### src/rtl/eth_pkg.sv
// Shared constants and types for the RMII transmit arbitration path.
// N: dibit width, NREQ: source count, IFG_CYCLES/MAX_FRAME_CYCLES/START_TIMEOUT:
// timing limits in clk cycles, tx_arb_state_t: arbiter FSM encoding.
package eth_pkg;

    localparam int unsigned N                = 2;
    localparam int unsigned NREQ             = 2;
    localparam int unsigned IFG_CYCLES       = 96 / N;
    localparam int unsigned MAX_FRAME_CYCLES = 6104;
    localparam int unsigned START_TIMEOUT    = 64;

    localparam int unsigned CNT_W = $clog2(MAX_FRAME_CYCLES + 1);
    localparam int unsigned PTR_W = (NREQ > 1) ? $clog2(NREQ) : 1;

    typedef enum logic [1:0] {
        IDLE  = 2'd0,
        GRANT = 2'd1,
        XMIT  = 2'd2,
        GAP   = 2'd3
    } tx_arb_state_t;

endpackage

### src/rtl/rr_arbiter.sv
// Combinational round-robin pick: the first requester at or after ptr wins.
// Ports: req (request vector), ptr (search start index),
//        gnt (one-hot winner, 0 when no request), idx (winner index).
module rr_arbiter #(
    parameter int unsigned NREQ = 2,
    parameter int unsigned PW   = (NREQ > 1) ? $clog2(NREQ) : 1
) (
    input  logic [NREQ-1:0] req,
    input  logic [PW-1:0]   ptr,
    output logic [NREQ-1:0] gnt,
    output logic [PW-1:0]   idx
);

    logic [31:0] k;

    // Walk offsets from farthest to nearest so the nearest requester lands last.
    always_comb begin
        gnt = '0;
        idx = '0;
        k   = '0;
        for (int i = 0; i < NREQ; i++) begin
            k = (32'(ptr) + 32'(NREQ - 1) - 32'(i)) % 32'(NREQ);
            if (req[PW'(k)]) begin
                gnt            = '0;
                gnt[PW'(k)]    = 1'b1;
                idx            = PW'(k);
            end
        end
    end

endmodule

### src/rtl/eth_tx_arbiter.sv
// Shares the RMII transmit dibit stream between NREQ frame sources: round-robin
// grant, one-cycle registered data mux, inter-frame gap, start-timeout and
// overrun aborts.
// Ports: clk, rst (async active-low), req/src_axiiv/src_axiid (per-source
//        request, valid, data), gnt (one-hot grant), axiov/axiod (muxed
//        stream), busy (not IDLE), abort (one-cycle pulse).
module eth_tx_arbiter
    import eth_pkg::*;
(
    input  logic              clk,
    input  logic              rst,
    input  logic [NREQ-1:0]   req,
    input  logic [NREQ-1:0]   src_axiiv,
    input  logic [NREQ*N-1:0] src_axiid,
    output logic [NREQ-1:0]   gnt,
    output logic              axiov,
    output logic [N-1:0]      axiod,
    output logic              busy,
    output logic              abort
);

    localparam int unsigned PW = PTR_W;
    localparam int unsigned CW = CNT_W;

    tx_arb_state_t   state, state_d;
    logic [PW-1:0]   ptr, ptr_d;
    logic [PW-1:0]   win, win_d;
    logic [CW-1:0]   cnt, cnt_d;
    logic [NREQ-1:0] gnt_d;
    logic            axiov_d;
    logic [N-1:0]    axiod_d;
    logic            busy_d;
    logic            abort_d;

    logic [NREQ-1:0] arb_gnt;
    logic [PW-1:0]   arb_idx;

    logic            sel_v;
    logic            sel_req;
    logic [N-1:0]    sel_d;

    rr_arbiter #(.NREQ(NREQ), .PW(PW)) u_rr (
        .req (req),
        .ptr (ptr),
        .gnt (arb_gnt),
        .idx (arb_idx)
    );

    // Select the registered winner's request, valid and data; others are ignored.
    always_comb begin
        sel_v   = 1'b0;
        sel_req = 1'b0;
        sel_d   = '0;
        for (int i = 0; i < NREQ; i++) begin
            if (win == PW'(i)) begin
                sel_v   = src_axiiv[i];
                sel_req = req[i];
                sel_d   = src_axiid[i*N +: N];
            end
        end
    end

    // Next-state and next-output logic; the counter reloads on every state entry.
    always_comb begin
        state_d = state;
        ptr_d   = ptr;
        win_d   = win;
        cnt_d   = cnt;
        gnt_d   = gnt;
        axiov_d = 1'b0;
        axiod_d = '0;
        abort_d = 1'b0;

        case (state)
            IDLE: begin
                if (|req) begin
                    gnt_d   = arb_gnt;
                    win_d   = arb_idx;
                    ptr_d   = (arb_idx == PW'(NREQ - 1)) ? '0 : arb_idx + PW'(1);
                    cnt_d   = '0;
                    state_d = GRANT;
                end
            end
            GRANT: begin
                if (!sel_req) begin
                    gnt_d   = '0;
                    cnt_d   = '0;
                    state_d = IDLE;
                end else if (sel_v) begin
                    // First dibit is forwarded on entry; cnt then counts the rest.
                    axiov_d = 1'b1;
                    axiod_d = sel_d;
                    cnt_d   = '0;
                    state_d = XMIT;
                end else if (cnt >= CW'(START_TIMEOUT - 1)) begin
                    abort_d = 1'b1;
                    gnt_d   = '0;
                    cnt_d   = '0;
                    state_d = IDLE;
                end else begin
                    cnt_d = cnt + CW'(1);
                end
            end
            XMIT: begin
                // End-of-frame is tested first so it beats a coincident overrun.
                if (!sel_v) begin
                    gnt_d   = '0;
                    cnt_d   = '0;
                    state_d = GAP;
                end else if (cnt >= CW'(MAX_FRAME_CYCLES - 1)) begin
                    abort_d = 1'b1;
                    gnt_d   = '0;
                    cnt_d   = '0;
                    state_d = GAP;
                end else begin
                    axiov_d = 1'b1;
                    axiod_d = sel_d;
                    cnt_d   = cnt + CW'(1);
                end
            end
            GAP: begin
                if (cnt >= CW'(IFG_CYCLES - 1)) begin
                    cnt_d   = '0;
                    state_d = IDLE;
                end else begin
                    cnt_d = cnt + CW'(1);
                end
            end
            default: begin
                gnt_d   = '0;
                cnt_d   = '0;
                state_d = IDLE;
            end
        endcase

        busy_d = (state_d != IDLE);
    end

    // State, pointer, counter and output registers.
    always_ff @(posedge clk or negedge rst) begin
        if (!rst) begin
            state <= IDLE;
            ptr   <= '0;
            win   <= '0;
            cnt   <= '0;
            gnt   <= '0;
            axiov <= 1'b0;
            axiod <= '0;
            busy  <= 1'b0;
            abort <= 1'b0;
        end else begin
            state <= state_d;
            ptr   <= ptr_d;
            win   <= win_d;
            cnt   <= cnt_d;
            gnt   <= gnt_d;
            axiov <= axiov_d;
            axiod <= axiod_d;
            busy  <= busy_d;
            abort <= abort_d;
        end
    end

endmodule

### config.mk
export PLATFORM = sky130hd
export DESIGN_NAME = eth_tx_arbiter
export DESIGN_NICKNAME = d
export VERILOG_FILES = /design/src/rtl/eth_pkg.sv /design/src/rtl/rr_arbiter.sv /design/src/rtl/eth_tx_arbiter.sv
export SDC_FILE = /design/constraint.sdc
export NUM_CORES = 1
export LEC_CHECK = 0
export CORE_UTILIZATION = 49
export CTS_CLUSTER_SIZE = 16
export DETAILED_ROUTE_END_ITERATION = 8
export PLACE_DENSITY = 0.74
export REMOVE_ABC_BUFFERS = 1
export SYNTH_ARGS = -nofsm -noshare
export SYNTH_HDL_FRONTEND = slang
export SYNTH_HIERARCHICAL = 1
export SYNTH_SLANG_ARGS = --single-unit
### constraint.sdc
create_clock -name clk -period 2 [get_ports clk]
set_clock_uncertainty 0.1 [all_clocks]
set_input_delay 0.4 -clock clk [delete_from_list [all_inputs] [get_ports clk]]
set_output_delay 0.4 -clock clk [all_outputs]
set_load 0.005 [all_outputs]
==> metrics <==
Clock Latency Late Sink 0.30 ns; CTS tree done; Via density around 5.8; Starting DRT DRC Count 39; Starting Density 0.522; share of layout cells above drive strength 1 0.296; chip width ~56 um; Hold WS 0.333 ns; Area Growth Syn to Fin 29.6%; sequential share of power 0.351; clock root cell clkbuf_4; routed vias 1208; Worst VDD drop 0.761 mV; total CTS buffers 3; CP Capture Type flop; worst-path fanout max 4; num rows 19; status complete, no violations; switching part of the total power 0.356; number of synthesized flops with an enable pin 0; Pwr Total 1.78 mW; Final #Nets 196; Final min period between 1.5 and 2 ns; Req. time, crit path 2.10 ns; power density cells roughly 950 nW/um2; setup TNS 0 ns; final worst-path cycle share 0.978; first-pass GRT wire length 5310 um; Cell Chain, Critical Path nand3b_1 > o211ai_1 > a21oi_2 > nor4_4 > mux2_4; Ports 17; vias in the first global route 1192; mean post-synth cell area 10.2 um2; Max clock buf depth 2; # hold bufs at CTS 0; worst min path class in2async; CTS clk-pin slew, worst paths 0.13 ns; setup violators final 0; wire per inst 15.3 um; Inserted Diodes 0; Mapped Cells 141; Pins Over Slew Limit 0; most used cells in the layout excluding fill and tap cells dfrtp_1, buf_4, nor2_1; P_sw 633 uW; clock group share of total power 0.117; fmax 0.511 GHz; Comb power frac 0.533; antenna violations before repair 0; GRT overflow 0; Port-buffer cells 16; DR pass1 iterations 4; Worst slew margin 0.754; setup ws final 0.0447 ns; GRT Util Overall 0.212; synth unique cells 46; Worst Setup Path Type reg2reg; largest stage delay on the critical path 0.45 ns; antenna-violating nets left 0; Worst EP arrival just over 2 ns; final routed DRC violation total 0; setup slack at placement -0.233 ns; Main synth FF type dfrtp_1; Async SR Flop Fraction 1.00; leakage 0.814 nW; GP Congestion 0.921; Synth Register Bits 24; slowest stage cell on the critical path dfrtp_1; HPWL Detailed roughly 2400 um; RSZ-0062 raised after global routing yes; CP Launch Type flop; Seq/Total Area, Yosys 0.417; Die Ht 56.2 um; Synth Cell Area around 1400 um2; DIE AREA about 3200 um2; Hold Vio Cnt, Final 0; Core Footprint 2760 um2; Routed WL 3210 um; P_int around 1.1 mW; TritonCTS sink count 24; # H-tree levels 1; pin count of the biggest net entering global routing 25; Worst Tran Pin Value 0.365 ns; synth warn 6; max_cap viols 0
-- power by group through the flow --
stage,clock network [mW],registers [mW],logic [mW]
after global routing,0.231,0.635,1.02
final,0.208,0.623,0.947
after detailed placement,0,0.629,0.857
after global placement,0,0.627,0.829
after CTS,0.219,0.621,0.860
after floorplan,0,0.642,0.470
-- per-layer routing --
metal,GRT usage,routed length (um)
met5,0,0
met4,0.0592,36
met3,0.0419,159
met2,0.337,1520
met1,0.296,1490
-- cell families after synthesis --
group                      count (synthesis)  synth area share
xor gates and xnor gates                  11            0.0670
muxes                                      8            0.0626
DFF                                       24             0.417
buffers and inverters                     11            0.0391
AOI/OAI and AO/OA                         25             0.154
adders and majority gates                  5            0.0435
and+or+nand+nor                           57             0.217
-- sequential cells by signal, indices dropped and copies added (netlist names) --
register and count:
gnt 2, axiod 2, axiov 1, abort 1
ptr 1, state 2, cnt 13, win 1
busy 1
-- cells in the mapped netlist (4+ instances only) --
cell type,instances,share of area
dfrtp_1,24,0.42
nor2_1,20,0.052
nand2_1,9,0.023
xor2_1,8,0.049
inv_1,6,0.016
ha_1,5,0.043
nand3_1,5,0.017
o21ai_0,5,0.017
a21oi_1,4,0.014
mux2_2,4,0.031
-- through the flow --
step | util | cell area [um2] | instances
CTS | 0.653 | 1800 | 209
finish | 0.676 | 1860 | 210
global route | 0.676 | 1860 | 210
detailed placement | 0.644 | 1780 | 206
global placement | 0.644 | 1780 | 206
floorplan | - | 1410 | 136
-- cell type report --
| type | instances | area [um2] |
|---|---|---|
| inverters | 6 | 22.5 |
| fillers | 211 | 893 |
| repair buffers | 40 | 340 |
| multi-input cells | 106 | 840 |
| flip-flops and latches | 24 | 601 |
| clock buffers | 3 | 22.5 |
| well taps | 31 | 38.8 |
-- worst paths after layout --
check | slack [ns] | to | cells past startpoint | start
max in group asynchronous | 1.24 | gnt[1] | 2 | rst
setup / recovery | 0.04 | gnt[1] | 5 | cnt[11]
min in group clk | 0.42 | ptr | 2 | ptr
hold / removal | 0.33 | cnt[3] | 2 | rst
setup reg to reg | 0.04 | gnt[1] | 5 | cnt[11]
hold reg to reg | 0.42 | ptr | 2 | ptr
-- what timing repair did --
| item | in CTS | in global routing |
|---|---|---|
| setup endpoints to repair | 1 | 12 |
| gates cloned | 0 | 0 |
| buffers inserted | 0 | 1 |
| pin swaps | 0 | 6 |
| gates resized for setup | 1 | 14 |
-- worst max-delay path: cells and delay by family (launching register included) --
kind               cells  cell delay, ns
AOI/OAI and AO/OA      2            0.44
DFF                    1            0.45
muxes                  1            0.34
and+or+nand+nor        2            0.53
(Power assumes the default switching activity.)
